## src/rtl/uart_rx_param.sv

```systemverilog
// uart_rx_param: parametrised UART receiver with 2-flop input synchroniser,
// 3-sample majority voting per bit, optional parity, 1 or 2 stop bits, and a
// valid/ready output stage with framing, parity and sticky overrun flags.
module uart_rx_param #(
  parameter int CLK_PER_BIT = 100,
  parameter int DATA_BITS   = 8,
  parameter int PARITY      = 0,
  parameter int STOP_BITS   = 1
) (
  input  logic                 clk,
  input  logic                 rst,
  input  logic                 rx,
  output logic [DATA_BITS-1:0] rx_data,
  output logic                 rx_valid,
  input  logic                 rx_ready,
  output logic                 frame_err,
  output logic                 parity_err,
  output logic                 overrun,
  output logic                 busy
);

  localparam int HALF  = CLK_PER_BIT / 2;
  localparam int CNT_W = $clog2(CLK_PER_BIT);
  localparam int IDX_W = $clog2(DATA_BITS);

  typedef enum logic [2:0] {
    S_IDLE,
    S_START,
    S_DATA,
    S_PARITY,
    S_STOP
  } state_t;

  state_t               r_state;
  state_t               w_state_next;
  logic                 r_sync1;
  logic                 r_sync2;
  logic [CNT_W-1:0]     r_cnt;
  logic                 r_samp_a;
  logic                 r_samp_b;
  logic [IDX_W-1:0]     r_bit_idx;
  logic                 r_stop_idx;
  logic [DATA_BITS-1:0] r_shift;
  logic                 r_par_pend;
  logic                 r_frm_pend;
  logic                 r_armed;
  logic [DATA_BITS-1:0] r_data;
  logic                 r_valid;
  logic                 r_fe;
  logic                 r_pe;
  logic                 r_ovr;

  logic w_rs;
  logic w_decide;
  logic w_wrap;
  logic w_bit;
  logic w_last_data;
  logic w_last_stop;
  logic w_par_exp;
  logic w_frame_err;
  logic w_done;

  assign w_rs        = r_sync2;
  assign w_decide    = (r_cnt == CNT_W'(HALF + 1));
  assign w_wrap      = (r_cnt == CNT_W'(CLK_PER_BIT - 1));
  // Majority of the two stored samples and the live third sample.
  assign w_bit       = (r_samp_a & r_samp_b) | (r_samp_a & w_rs) | (r_samp_b & w_rs);
  assign w_last_data = (r_bit_idx == IDX_W'(DATA_BITS - 1));
  assign w_last_stop = (STOP_BITS == 1) || r_stop_idx;
  // Even mode expects XOR of the data; odd mode its complement.
  assign w_par_exp   = (PARITY == 1) ? ~(^r_shift) : (^r_shift);
  // The final stop bit is folded in directly because it is decided in the
  // same cycle the frame completes.
  assign w_frame_err = r_frm_pend | ~w_bit;

  assign rx_data    = r_data;
  assign rx_valid   = r_valid;
  assign frame_err  = r_fe;
  assign parity_err = r_pe;
  assign overrun    = r_ovr;
  assign busy       = (r_state != S_IDLE);

  // State register.
  always_ff @(posedge clk) begin
    if (rst) begin
      r_state <= S_IDLE;
    end else begin
      r_state <= w_state_next;
    end
  end

  // Next-state logic and frame-completion strobe.
  always_comb begin
    w_state_next = r_state;
    w_done       = 1'b0;
    case (r_state)
      S_IDLE: begin
        if (r_armed && !w_rs) begin
          w_state_next = S_START;
        end
      end
      S_START: begin
        if (w_decide && w_bit) begin
          w_state_next = S_IDLE;  // false start
        end else if (w_wrap) begin
          w_state_next = S_DATA;
        end
      end
      S_DATA: begin
        if (w_wrap && w_last_data) begin
          w_state_next = (PARITY == 0) ? S_STOP : S_PARITY;
        end
      end
      S_PARITY: begin
        if (w_wrap) begin
          w_state_next = S_STOP;
        end
      end
      S_STOP: begin
        if (w_decide && w_last_stop) begin
          w_state_next = S_IDLE;
          w_done       = 1'b1;
        end
      end
      default: begin
        w_state_next = S_IDLE;
      end
    endcase
  end

  // Synchroniser, bit timing, sampling and frame assembly.
  always_ff @(posedge clk) begin
    if (rst) begin
      r_sync1    <= 1'b1;
      r_sync2    <= 1'b1;
      r_cnt      <= '0;
      r_samp_a   <= 1'b1;
      r_samp_b   <= 1'b1;
      r_bit_idx  <= '0;
      r_stop_idx <= 1'b0;
      r_shift    <= '0;
      r_par_pend <= 1'b0;
      r_frm_pend <= 1'b0;
      r_armed    <= 1'b0;
    end else begin
      r_sync1 <= rx;
      r_sync2 <= r_sync1;

      // Counter is held at 0 in IDLE so the first START cycle sees 0.
      if (r_state == S_IDLE || w_state_next == S_IDLE || w_wrap) begin
        r_cnt <= '0;
      end else begin
        r_cnt <= r_cnt + 1'b1;
      end

      if (r_cnt == CNT_W'(HALF - 1)) begin
        r_samp_a <= w_rs;
      end
      if (r_cnt == CNT_W'(HALF)) begin
        r_samp_b <= w_rs;
      end

      if (r_state == S_IDLE) begin
        r_bit_idx  <= '0;
        r_stop_idx <= 1'b0;
        r_par_pend <= 1'b0;
        r_frm_pend <= 1'b0;
        if (w_rs) begin
          r_armed <= 1'b1;
        end
      end

      if (r_state == S_DATA) begin
        if (w_decide) begin
          r_shift <= {w_bit, r_shift[DATA_BITS-1:1]};
        end
        if (w_wrap && !w_last_data) begin
          r_bit_idx <= r_bit_idx + 1'b1;
        end
      end

      if (r_state == S_PARITY && w_decide && (w_bit != w_par_exp)) begin
        r_par_pend <= 1'b1;
      end

      if (r_state == S_STOP) begin
        if (w_decide && !w_bit) begin
          r_frm_pend <= 1'b1;
        end
        if (w_wrap) begin
          r_stop_idx <= 1'b1;
        end
      end

      // A low final stop bit leaves us disarmed so a held break cannot retrigger.
      if (w_done) begin
        r_armed <= w_bit;
      end
    end
  end

  // Output holding register with valid/ready handshake and overrun tracking.
  always_ff @(posedge clk) begin
    if (rst) begin
      r_data  <= '0;
      r_valid <= 1'b0;
      r_fe    <= 1'b0;
      r_pe    <= 1'b0;
      r_ovr   <= 1'b0;
    end else if (w_done) begin
      if (!r_valid || rx_ready) begin
        r_data  <= r_shift;
        r_fe    <= w_frame_err;
        r_pe    <= r_par_pend;
        r_valid <= 1'b1;
        if (r_valid) begin
          r_ovr <= 1'b0;  // the old frame was accepted this cycle
        end
      end else begin
        r_ovr <= 1'b1;    // previous frame still unaccepted: drop this one
      end
    end else if (r_valid && rx_ready) begin
      r_valid <= 1'b0;
      r_fe    <= 1'b0;
      r_pe    <= 1'b0;
      r_ovr   <= 1'b0;
    end
  end

endmodule
```

## config.mk

```make
export PLATFORM = sky130hd
export DESIGN_NAME = uart_rx_param
export DESIGN_NICKNAME = d
export VERILOG_FILES = /design/src/rtl/uart_rx_param.sv
export SDC_FILE = /design/constraint.sdc
export NUM_CORES = 1
export LEC_CHECK = 0
export BUFFER_PORTS_ARGS = -buffer_cell sky130_fd_sc_hd__buf_4
export CAP_MARGIN = 20
export CORE_UTILIZATION = 50
export CTS_CLUSTER_DIAMETER = 100
export CTS_CLUSTER_SIZE = 8
export DETAILED_ROUTE_END_ITERATION = 10
export PLACE_DENSITY = 0.72
export SETUP_SLACK_MARGIN = 0.1
export SLEW_MARGIN = 30
export SYNTH_ARGS = -nofsm -noshare
export SYNTH_HDL_FRONTEND = slang
export SYNTH_SLANG_ARGS = --single-unit
export TNS_END_PERCENT = 10
```

## constraint.sdc

```tcl
create_clock -name clk -period 3.5 [get_ports clk]
set_clock_uncertainty 0.15 [all_clocks]
set_input_delay 0.35 -clock clk [delete_from_list [all_inputs] [get_ports clk]]
set_output_delay 0.35 -clock clk [all_outputs]
set_load 0.01 [all_outputs]
```

# Yosys cells after proc, flatten, opt, wreduce, memory -nomap -nowiden
# Cells that the tools add are included.
dict set report totals {
  elab_cells 96
  output_inout_bits 13
  ramBits 0
  latch_bits 0
  mem_bits_ro 0
  register_bits 40
  in_bits 4
  memories 0
}
dict set report op_classes {
  mux 30
  mul 0
  n_eq_ne 12
  reduce_logical 29
  order_cmp 0
  n_addsub 2
  shift 0
  bitwise 7
  div_mod_pow 0
}
# operator count
set op_table {}
lappend op_table {{3-bit 2-to-1 mux} 9}
lappend op_table {{7-bit by 6-bit equality test with 1-bit output, second input constant} 3}
lappend op_table {{1-bit 2-to-1 mux} 20}
lappend op_table {{3-bit one-hot mux with 5 select lines} 1}
lappend op_table {{2-bit AND reduction} 5}
lappend op_table {{1-bit logical AND} 8}
lappend op_table {{2-bit nonzero test} 4}
lappend op_table {{8-bit parity} 1}
lappend op_table {{7-bit by 1-bit adder with 7-bit output, second input constant} 1}
lappend op_table {{7-bit equality test, second input constant} 1}
lappend op_table {{3-bit by 2-bit equality test with 1-bit output, second input constant} 2}
lappend op_table {{3-bit equality test, second input constant} 2}
lappend op_table {{3-bit zero test} 2}
lappend op_table {{1-bit zero test} 4}
lappend op_table {{3-bit by 1-bit adder with 3-bit output, second input constant} 1}
lappend op_table {{1-bit AND} 3}
lappend op_table {{3-bit by 1-bit equality test with 1-bit output, second input constant} 1}
lappend op_table {{1-bit logical OR} 3}
lappend op_table {{3-bit inequality test, second input constant} 1}
lappend op_table {{1-bit OR} 3}
lappend op_table {{3-bit nonzero test} 1}
lappend op_table {{2-bit by 1-bit inequality test with 1-bit output, second input constant} 1}
lappend op_table {{2-bit OR reduction} 1}
lappend op_table {{1-bit inequality test} 1}
lappend op_table {{1-bit inverter} 1}

# Logic depth before layout (Yosys ltp)
dict set report depth {
  ltp_word 10
  mapped_depth 7
  mapped_depth_nobuf 6
}

# Worst setup path after synthesis
# Ideal clock, no wire load.
dict set report synth_timing {
  path_type {register to register}
  from {register r_cnt[0]}
  to {register r_shift[7]}
  n_path_buf 2
  period_less_slack_ns 1.831
  path_slack_ns 1.669
  stages_incl_launch_ff 8
  setup_time_ns 0.128
  required_ns 3.222
  arrival_ns 1.554
  path_cell_list {dfxtp_1 -> ha_1 -> and4bb_2 -> buf_6 -> and4_2 -> buf_6 -> mux2i_1 -> nor2_1}
}
dict set report synth_via {
  elab_chain_len 2
}
# item line
set synth_rtl {}
lappend synth_rtl {{from (decl)} 38} ;# logic [CNT_W-1:0] r_cnt;
lappend synth_rtl {{from (signal assigned)} 153} ;# r_cnt <= r_cnt + 1'b1;
lappend synth_rtl {{7-bit by 6-bit equality test with 1-bit output} 64} ;# assign w_decide = (r_cnt == CNT_W'(HALF + 1));
lappend synth_rtl {{2-bit AND reduction (no line)} -}
lappend synth_rtl {{to (signal assigned)} 175} ;# r_shift <= {w_bit, r_shift[DATA_BITS-1:1]};
lappend synth_rtl {{to (decl)} 43} ;# logic [DATA_BITS-1:0] r_shift;
# No other way between the ends.
# A chain may end at the register's enable or synchronous reset.

# Worst setup path in the final report
dict set report layout_timing {
  from {register r_cnt[0]}
  to {register r_data[5] (netlist: rx_data[5])}
}
dict set report layout_via {
  elab_chain_len 4
}
# item line
set layout_rtl {}
lappend layout_rtl {{7-bit by 6-bit equality test with 1-bit output} 64}
lappend layout_rtl {{1-bit 2-to-1 mux} 120} ;# if (w_decide && w_last_stop) begin
lappend layout_rtl {{1-bit 2-to-1 mux} 96} ;# case (r_state)
lappend layout_rtl {{2-bit AND reduction (no line)} -}
lappend layout_rtl {{to (signal assigned)} 212} ;# r_data <= r_shift;
lappend layout_rtl {{to (decl)} 47} ;# logic [DATA_BITS-1:0] r_data;
# No other way between the ends.

==> impl_metrics.toml <==
[outcome]
outcome = "finished clean"

[detailed_routing]
dr_total_vias = 1325
viasPerCell = 5.41
antenna_left = 0
firstDrtPassIters = 4
drc = 0
drt-total-wl_um = 3170
post_drt_wl_per_cell_um = 12.9
drt_iter0_drc = 65

[timing]
hold_violations = 0
slew_violations = 0
period_share = 0.676
rsz0062_at_grt = "false"
max_slew_margin = 0.565
period_minus_slack_ns = 2.37
finalSetupTns_ns = 0
holdWs_ns = 0.0223
setup_viol = 0
fmax_mhz = 422
worst_pin_slew_ns = 0.651

[floorplan]
die_w_um = 61.6
fp.dieH_um = 61.6
rows = 21
initial_core_util = 0.529
top_level_ports = 17
core_area_mm2 = 0.00336
dieArea_mm2 = 0.00380

[global_route]
grt_pass1_vias = 1143
antenna_found_initial = 0
grt_max_degree = 37
grt_pass1_wl_um = 5030
grt_remaining_overflow = 0
grt_use_total = 0.187

[setup_path]
worstPathRequired_ns = 3.58
arrival_ns = 2.45
r2r_end = "rx_data[5]"
crit_start = "r_cnt[0]"
rr_startpoint = "r_cnt[0]"
endpoint = "rx_data[5]"
cp_cell_sequence = "ha_1 -> and4bb_2 -> nand4_1 -> mux2i_1 -> nor2_1"
endpoint_kind = "register"
max_stage_delay_ns = 0.57
critPathKind = "register to register"
reg2regPathDepth = 5
critPathLaunchType = "register"
cp_max_fo = 12
rrSetupSlack_ns = 1.13
slowest_stage = "nand4_1"

[clock_tree]
postCtsHoldBufs = 0
clk_pin_slew_ns = 0.12
numCtsBuffers = 5
post_cts_resize_count = 0
cts_root_buf = "clkbuf_4"
cts_buffer_depth = 2
clock_tree.htree_level_count = 2
cts_sinks = 40
cts_tree = "built"
clock_latency_ns = 0.35
cts_setup_buffers = 0

[synth]
synth_top_area_share = 0.450
yosysUniqueCellTypes = 42
synth_area_leaders = "dfxtp_1 (45%), mux2i_1 (11%), nor2_1 (6.1%), xnor2_1 (4.4%), ha_1 (3.5%)"
yosys_most_used_dff = "dfxtp_1"
netlist_top_cells_count = "dfxtp_1 (40), nor2_1 (29), mux2i_1 (20), xnor2_1 (9)"
synth_edf_count = 0
netlist_instances = 183
ys_async_sr_fraction = 0
yosysMostFrequentCell = "dfxtp_1"
syn_area_mm2 = 0.00178
synth_nets = 192
yosys.area.top_type = "dfxtp_1"
synth_warnings = 0
synth.avg_cell_area_um2 = 9.72
synth.ff_latch_count = 40
ys_seq_area_frac = 0.450

[finish]
final_nets = 208
instances_no_fill = 245
area_growth_pct = 10.4
nFillCells = 320
antenna_cells = 0
drive_gt1_frac = 0.171

[power_and_ir_drop]
leakage_nw = 0.805
power_density_mw_per_mm2 = 355
max-vdd-ir-drop_uv = 217

[run]
drv_cap = 0

[placed_design]
portBuffers = 16
place_inst = 238
place.gp.congestion = 0.867
place_hpwl_um = 2240

[min_path]
hold_class = "input port to register"
cells in the final DEF (no fill, tap or decap), drive strengths merged, types with 3 or more instances in the layout:
cell type,netlist,routed
nor2,29,29
xnor2,9,9
nand2,4,4
a21oi,6,6
ha,5,5
nor2b,4,4
a211oi,3,3
nor3,6,6
clkbuf,4,5
buf,4,17
nand3,7,7
nand4,4,4
o21ai,3,3
inv,7,7
mux2i,20,20
nand2b,3,3
dfxtp,40,40
cell type report:
type | count | area (um2) | area share
clock buffer | 5 | 37.5 | 0.0191
clock inverter | 2 | 12.5 | 0.00637
inverter | 7 | 26.3 | 0.0134
multi-input combinational | 128 | 901 | 0.459
sequential | 40 | 801 | 0.408
tap | 46 | 57.6 | 0.0293
timing repair buffer | 17 | 128 | 0.0650
sequential cells by signal (all words and copies together) (netlist names):
register / cells
frame_err: 1
overrun: 1
parity_err: 1
r_armed: 1
r_bit_idx: 3
r_cnt: 7
r_frm_pend: 1
r_par_pend: 1
r_samp_a: 1
r_samp_b: 1
r_shift: 8
r_state: 3
r_sync1: 1
r_sync2: 1
rx_data: 8
rx_valid: 1
stage by stage:
step	total power [mW]	area [um2]	utilization	worst slack [ns]
4_1_cts	0.703	1960	0.584	1.14
5_1_grt	0.721	1960	0.584	0.991
3_3_place_gp	0.485	1910	0.569	1.28
6_report	0.696	1960	0.584	1.13
2_1_floorplan	0.480	1780	-	1.67
3_5_place_dp	0.485	1910	0.569	1.15
worst min path at each step:
stage,startpoint,cells past startpoint,endpoint,slack [ns]
5_1_grt,rx_ready,2,overrun,0.03
6_report,rx,2,r_sync1,0.02
4_1_cts,rx,2,r_sync1,0.02
3_3_place_gp,r_sync1,1,r_sync2,0.25
3_5_place_dp,r_sync1,1,r_sync2,0.24
2_1_floorplan,r_sync1,1,r_sync2,0.24
critical path: cells and delay by family (launching register included):
kind / cells / cell delay [ns]
and+or+nand+nor: 3 / 1.05
muxes: 1 / 0.36
adders and majority gates: 1 / 0.26
DFF: 1 / 0.44
power by group:
part | internal, mW | switching (mW)
clock | 0.0733 | 0.148
sequential | 0.457 | 0.00183
combinational | 0.00580 | 0.00998
logic make-up (layout without fill, tap and decap cells):
logic type	after synthesis	count (layout)	share of synthesized area
AO/OA/AOI/OAI	20	20	0.0774
adder cells (fa/ha/maj)	6	6	0.0415
flip-flops	40	40	0.450
buffers and inverters	15	31	0.0429
AND/OR/NAND/NOR	69	69	0.202
multiplexers	21	21	0.119
XOR/XNOR	12	12	0.0669
per-layer routing:
layer	vias up	wire length [um]	GRT usage	share of wire
met1	627	1460	0.226	0.46
met5	-	0	0	0
met3	6	125	0.0378	0.039
li1	661	-	-	-
met4	0	55	0.105	0.017
met2	31	1530	0.310	0.48
No activity file was read; power rests on OpenSTA's default activity.
